### config.mk
export PLATFORM = sky130hd
export DESIGN_NAME = color_sector_tracker
export DESIGN_NICKNAME = d
export VERILOG_FILES = /design/src/rtl/cam_pkg.sv /design/src/rtl/color_sector_tracker_match.sv /design/src/rtl/color_sector_tracker.sv
export SDC_FILE = /design/constraint.sdc
export NUM_CORES = 1
export LEC_CHECK = 0
export CORE_MARGIN = 3
export CORE_UTILIZATION = 63
export CTS_BUF_LIST = sky130_fd_sc_hd__clkbuf_4 sky130_fd_sc_hd__clkbuf_8
export DETAILED_ROUTE_END_ITERATION = 12
export PLACE_DENSITY = 0.88
export SLEW_MARGIN = 20
export SYNTH_ARGS = -nofsm -noshare
export SYNTH_HDL_FRONTEND = slang
export SYNTH_SLANG_ARGS = --single-unit
### constraint.sdc
create_clock -name clk -period 9.1 [get_ports clk]
set_input_delay 1.82 -clock clk [delete_from_list [all_inputs] [get_ports clk]]
set_output_delay 1.82 -clock clk [all_outputs]
set_load 0.02 [all_outputs]
### src/rtl/cam_pkg.sv
// Shared camera-pipeline constants: frame geometry defaults,
// RGB565 field positions, direction codes and tracker states.
package cam_pkg;

   localparam int H_RES_DEF = 320;
   localparam int V_RES_DEF = 240;

   localparam int R_HI = 15;
   localparam int R_LO = 11;
   localparam int G_HI = 10;
   localparam int G_LO = 5;
   localparam int B_HI = 4;
   localparam int B_LO = 0;

   typedef enum logic [1:0] {
      DIR_NONE   = 2'b00,
      DIR_LEFT   = 2'b01,
      DIR_CENTER = 2'b10,
      DIR_RIGHT  = 2'b11
   } dir_e;

   typedef enum logic [1:0] {
      ST_SYNC  = 2'd0,
      ST_ACCUM = 2'd1,
      ST_LATCH = 2'd2
   } trk_state_e;

endpackage

### src/rtl/color_sector_tracker_match.sv
// rgb565_color_match: combinational target-colour threshold test
// on one RGB565 pixel.
module rgb565_color_match
   import cam_pkg::*;
#(
   parameter logic [4:0] R_MIN = 5'd20,
   parameter logic [5:0] G_MAX = 6'd24,
   parameter logic [4:0] B_MAX = 5'd12
) (
   input  logic [15:0] pixel,
   output logic        match
);

   always_comb begin
      match = (pixel[R_HI:R_LO] >= R_MIN)
           && (pixel[G_HI:G_LO] <= G_MAX)
           && (pixel[B_HI:B_LO] <= B_MAX);
   end

endmodule

### src/rtl/color_sector_tracker.sv
// color_sector_tracker: counts target-colour pixels in three vertical
// sectors per frame and publishes counts plus a steering direction.
module color_sector_tracker
   import cam_pkg::*;
#(
   parameter int         H_RES     = H_RES_DEF,
   parameter int         V_RES     = V_RES_DEF,
   parameter int         CNT_W     = 17,
   parameter logic [4:0] R_MIN     = 5'd20,
   parameter logic [5:0] G_MAX     = 6'd24,
   parameter logic [4:0] B_MAX     = 5'd12,
   parameter int         MIN_COUNT = 64
) (
   input  logic             clk,
   input  logic             rst,
   input  logic             new_pixel,
   input  logic [15:0]      pixel,
   input  logic             end_line,
   input  logic             end_frame,
   input  logic             track_en,
   output logic [CNT_W-1:0] cnt_left,
   output logic [CNT_W-1:0] cnt_center,
   output logic [CNT_W-1:0] cnt_right,
   output logic [1:0]       direction,
   output logic             result_valid,
   output logic             frame_ok
);

   localparam int XW = $clog2(H_RES + 1);
   localparam int YW = $clog2(V_RES + 1) + 1;
   localparam logic [CNT_W-1:0] CNT_MAX = '1;
   localparam logic [CNT_W-1:0] CNT_MIN = CNT_W'(MIN_COUNT);
   localparam logic [XW-1:0] X_END = XW'(H_RES);
   localparam logic [XW-1:0] X_S1  = XW'(H_RES / 3);
   localparam logic [XW-1:0] X_S2  = XW'((2 * H_RES) / 3);
   localparam logic [YW-1:0] Y_OK  = YW'(V_RES);

   logic pix_match;
   logic d_new, d_el, d_ef, d_match;

   rgb565_color_match #(
      .R_MIN (R_MIN),
      .G_MAX (G_MAX),
      .B_MAX (B_MAX)
   ) u_match (
      .pixel (pixel),
      .match (pix_match)
   );

   always_ff @(posedge clk) begin
      if (rst) begin
         d_new   <= 1'b0;
         d_el    <= 1'b0;
         d_ef    <= 1'b0;
         d_match <= 1'b0;
      end else begin
         d_new   <= new_pixel;
         d_el    <= end_line;
         d_ef    <= end_frame;
         d_match <= pix_match;
      end
   end

   trk_state_e state, state_n;
   logic load, clr;

   always_ff @(posedge clk) begin
      if (rst) state <= ST_SYNC;
      else     state <= state_n;
   end

   always_comb begin
      state_n = state;
      load    = 1'b0;
      clr     = 1'b0;
      unique case (state)
         ST_SYNC: begin
            if (d_ef) state_n = ST_ACCUM;
         end
         ST_ACCUM, ST_LATCH: begin
            state_n = ST_ACCUM;
            if (d_ef) begin
               clr = 1'b1;
               if (track_en) begin
                  load    = 1'b1;
                  state_n = ST_LATCH;
               end
            end
         end
         default: state_n = ST_SYNC;
      endcase
   end

   logic [XW-1:0]    x;
   logic [YW-1:0]    y, y_nx;
   logic [CNT_W-1:0] acc_l, acc_c, acc_r;
   logic [CNT_W-1:0] nl, nc, nr, mx;
   logic             hit, hit_l, hit_c, hit_r;
   dir_e             dsel, dir_n;

   function automatic logic [CNT_W-1:0] bump(
      input logic [CNT_W-1:0] v,
      input logic             en
   );
      return (en && v != CNT_MAX) ? v + CNT_W'(1) : v;
   endfunction

   // The closing frame's counts include a pixel arriving with end_frame.
   always_comb begin
      hit   = d_new && d_match && (state != ST_SYNC);
      hit_l = hit && (x < X_S1);
      hit_c = hit && (x >= X_S1) && (x < X_S2);
      hit_r = hit && (x >= X_S2) && (x < X_END);
      nl    = bump(acc_l, hit_l);
      nc    = bump(acc_c, hit_c);
      nr    = bump(acc_r, hit_r);
      y_nx  = (d_el && y != '1) ? y + YW'(1) : y;
   end

   always_comb begin
      mx   = nr;
      dsel = DIR_RIGHT;
      if (nc >= nl && nc >= nr) begin
         mx   = nc;
         dsel = DIR_CENTER;
      end else if (nl >= nr) begin
         mx   = nl;
         dsel = DIR_LEFT;
      end
      dir_n = (mx < CNT_MIN) ? DIR_NONE : dsel;
   end

   always_ff @(posedge clk) begin
      if (rst) begin
         x            <= '0;
         y            <= '0;
         acc_l        <= '0;
         acc_c        <= '0;
         acc_r        <= '0;
         cnt_left     <= '0;
         cnt_center   <= '0;
         cnt_right    <= '0;
         direction    <= DIR_NONE;
         frame_ok     <= 1'b0;
         result_valid <= 1'b0;
      end else begin
         if (d_el || d_ef)               x <= '0;
         else if (d_new && x != X_END) x <= x + XW'(1);
         y <= d_ef ? '0 : y_nx;
         if (clr) begin
            acc_l <= '0;
            acc_c <= '0;
            acc_r <= '0;
         end else begin
            acc_l <= nl;
            acc_c <= nc;
            acc_r <= nr;
         end
         result_valid <= load;
         if (load) begin
            cnt_left   <= nl;
            cnt_center <= nc;
            cnt_right  <= nr;
            direction  <= dir_n;
            frame_ok   <= (y_nx == Y_OK);
         end
      end
   end

endmodule

==> flow_summary.yaml <==
global_route:
  grt.total_usage: 0.292
  antenna_found_initial: 0
  grt_max_degree: 104
  grt_pass1_vias: 6236
  overflow: 0
  grt_pass1_wl_um: 29600
synth:
  synthMuxAreaShare: 0.0145
  synth_area_leaders: "dfxtp_1 (38%), ha_1 (11%), nor2_1 (8.1%)"
  synth-compound-area-share: 0.143
  synth-seq-cells: 130
  netlist_top_cells_count: "nor2_1 (149), dfxtp_1 (130), ha_1 (61), a211oi_1 (57), inv_1 (49)"
  syn_avg_cell_area_um2: 8.58
  synth-seq-area-share: 0.376
  netlist_area_um2: 6930
  yosysTopAreaCellShare: 0.376
  ys_warn_count: 0
  postSynthCellCount: 807
  synth-adder-area-share: 0.113
  ys_types: 66
  synth_top_family_by_area: "simple AND/OR/NAND/NOR gates"
  syn_nets: 890
  synthArstFlopShare: 0
  synth_ff_type: "dfxtp_1"
  synth_most_common_cell: "nor2_1"
  yosys.area_share.simple: 0.222
  yosys.area_share.xor_xnor: 0.0806
  synth_area_leader_cell: "dfxtp_1"
  synth_edf_count: 0
critical_path:
  slowest_stage: "nor3_1"
  required_ps: 9500
  end_kind: "register"
  critPathBufInv: 1
  critPathMaxStageDelay_ps: 650
  cp_max_fo: 6
  crit_chain: "and4_1 -> and4_1 -> and3_1 -> nand2_1 -> nor3_1 -> ha_1 -> or2_1 -> nor3_1 -> nand3_1 -> xor2_1 -> inv_1 -> ha_1 -> a21o_1 -> a21o_1 -> a211oi_1 -> o211ai_1 -> a221oi_1 -> nor4_1 -> a21oi_1 -> a32o_1"
  worstSetupPathType: "register to register"
  cp.depth: 20
  cp.arrival_ps: 5680
  reg2reg_depth: 20
  cp_top_family: "simple AND/OR/NAND/NOR gates"
  start_kind: "register"
timing:
  fin_setup_tns_ps: 0
  drv_slew: 0
  setup_viol: 0
  fmax_mhz: 189
  period_share: 0.580
  min_period_ps: 5280
  rsz0062_at_grt: "no"
  tightest_slew_ps: 944
  slew_headroom: 0.371
  clock_skew_ps: 9.03
  finalHoldViolCount: 0
clocking:
  cts_max_level: 4
  post_cts_buffers: 0
  clk_path_buf_depth: 2
  numClockSinks: 130
  postCtsResizedCells: 0
  clock_insertion_delay_worst_skew_ps: 460
  cts_tree: "done"
  path_clk_slew_ps: 70
  cts_buffers: 17
  hold_buffers: 0
  root_buffer: "clkbuf_8"
detailed_routing:
  via_per_inst: 6.15
  drtIter0Drc: 571
  detail-route-antenna-nets: 0
  vias: 6217
  wirelength_um: 17800
  wl_per_cell_um: 17.6
  drc: 0
  dr.pass1.iters: 6
power:
  power_density_nw_per_um2: 143
  vdd_drop_max_mv: 0.156
  p_leak_nw: 3.22
  power_w: 0.00116
floorplan:
  pin_count: 77
  die_h_um: 111
  core_um2: 10500
  fp.dieW_um: 111
  start_util: 0.659
  dieArea_um2: 12300
  fp-row-count: 37
placement:
  place_inst: 980
  place_area_um2: 7690
  dp_hpwl_um: 12800
  io_buffers: 74
  gp_congestion: 0.961
final_layout:
  synthToLayoutAreaGrowth_pct: 17.0
  fin_area_um2: 8110
  n_antenna_cell: 0
  stdcell_count: 1011
  layout.nets: 946
  drive_gt1_frac: 0.0629
hold_path:
  hp-class: "register to register"
  hold_depth: 2
job:
  maxCapViolations: 0
run_status:
  status: "finished, final reports clean"
-- metrics by stage --
stage	util	hold slack (ps)	worst slack (ps)
2_1_floorplan	-	481	4790
4_1_cts	0.771	472	3940
5_1_grt	0.771	480	3510
6_report	0.771	465	3820
3_3_place_gp	0.732	438	4170
3_5_place_dp	0.732	462	4010
-- power breakdown --
group / leakage (nW) / total, W / switching, W / internal (W)
clock network: 0.207 / 0.000516 / 0.000224 / 0.000292
registers: 1.05 / 0.000583 / 0.00000600 / 0.000577
logic: 1.97 / 0.0000614 / 0.0000341 / 0.0000273
total: 3.22 / 0.00116 / 0.000264 / 0.000896
-- worst min-delay path: cells and delay by family (launching register included) --
kind	cells	cell delay [ps]
DFF	1	310
and+or+nand+nor	1	50
AOI/OAI and AO/OA	1	50
-- layout by cell type, fill, tap and decap left out, types with 2 or more instances in the layout --
| cell type | count |
|---|---|
| clkdlybuf4s50_1 | 73 |
| o211ai_1 | 8 |
| xor2_1 | 24 |
| a2111oi_0 | 2 |
| or2_2 | 3 |
| nor4_1 | 9 |
| a31oi_1 | 4 |
| o21ai_1 | 3 |
| nand2b_1 | 2 |
| mux2i_1 | 10 |
| clkinv_2 | 4 |
| nand3_1 | 25 |
| clkbuf_8 | 20 |
| a21oi_1 | 17 |
| bufinv_16 | 3 |
| maj3_2 | 2 |
| nor4_2 | 2 |
| and2_1 | 4 |
| o221ai_1 | 2 |
| nand4_1 | 21 |
| nor4b_1 | 2 |
| a21o_1 | 11 |
| dfxtp_1 | 130 |
| buf_4 | 3 |
| and4_1 | 9 |
| nand2_1 | 35 |
| and3_1 | 10 |
| o21ai_0 | 8 |
| or3_1 | 6 |
| o21a_1 | 4 |
| xnor2_1 | 36 |
| nor2b_1 | 6 |
| inv_1 | 49 |
| ha_1 | 61 |
| a211oi_1 | 57 |
| nor3_1 | 24 |
| clkinvlp_4 | 3 |
| nor2_1 | 149 |
| xnor2_2 | 2 |
| o211ai_2 | 2 |
-- layer usage --
metal	share of wire	GRT usage	wire (um)	vias up
li1	-	-	-	2951
met1	0.41	0.333	7350	2955
met2	0.48	0.505	8580	244
met3	0.065	0.0781	1150	67
met4	0.039	0.138	697	0
met5	0	0	0	-
-- cell type report --
class                      instances  area (um2)
clock buffer                      21         283
sequential                       130        2600
clock inverter                    10         133
multi-input combinational        587        3970
tap                              136         170
inverter                          50         188
timing repair buffer              77         758
fill                             725        2400
-- sequential cells by signal, indices dropped and copies added (netlist names) --
name	flops
acc_c	17
acc_l	17
acc_r	17
cnt_center	17
cnt_left	17
cnt_right	17
x	9
y	9
direction	2
state	2
d_ef	1
d_el	1
d_match	1
d_new	1
frame_ok	1
result_valid	1
-- kinds of logic after synthesis --
logic type / Yosys count
flops: 130
compound gates: 134
xor+xnor: 62
mux: 10
buf+inv: 90
simple gates: 318
fa+ha+maj: 63
-- path summary, 6_finish.rpt --
kind | startpoint | endpoint | slack, ps
max | acc_l[4]$_SDFF_PP0_ | direction[0]$_SDFFE_PP0P_ | 3820
min | frame_ok$_SDFFE_PP0P_ | frame_ok$_SDFFE_PP0P_ | 460
max reg2reg | acc_l[4]$_SDFF_PP0_ | direction[0]$_SDFFE_PP0P_ | 3820
min reg2reg | frame_ok$_SDFFE_PP0P_ | frame_ok$_SDFFE_PP0P_ | 460
Power figures use the tool's default switching activity.
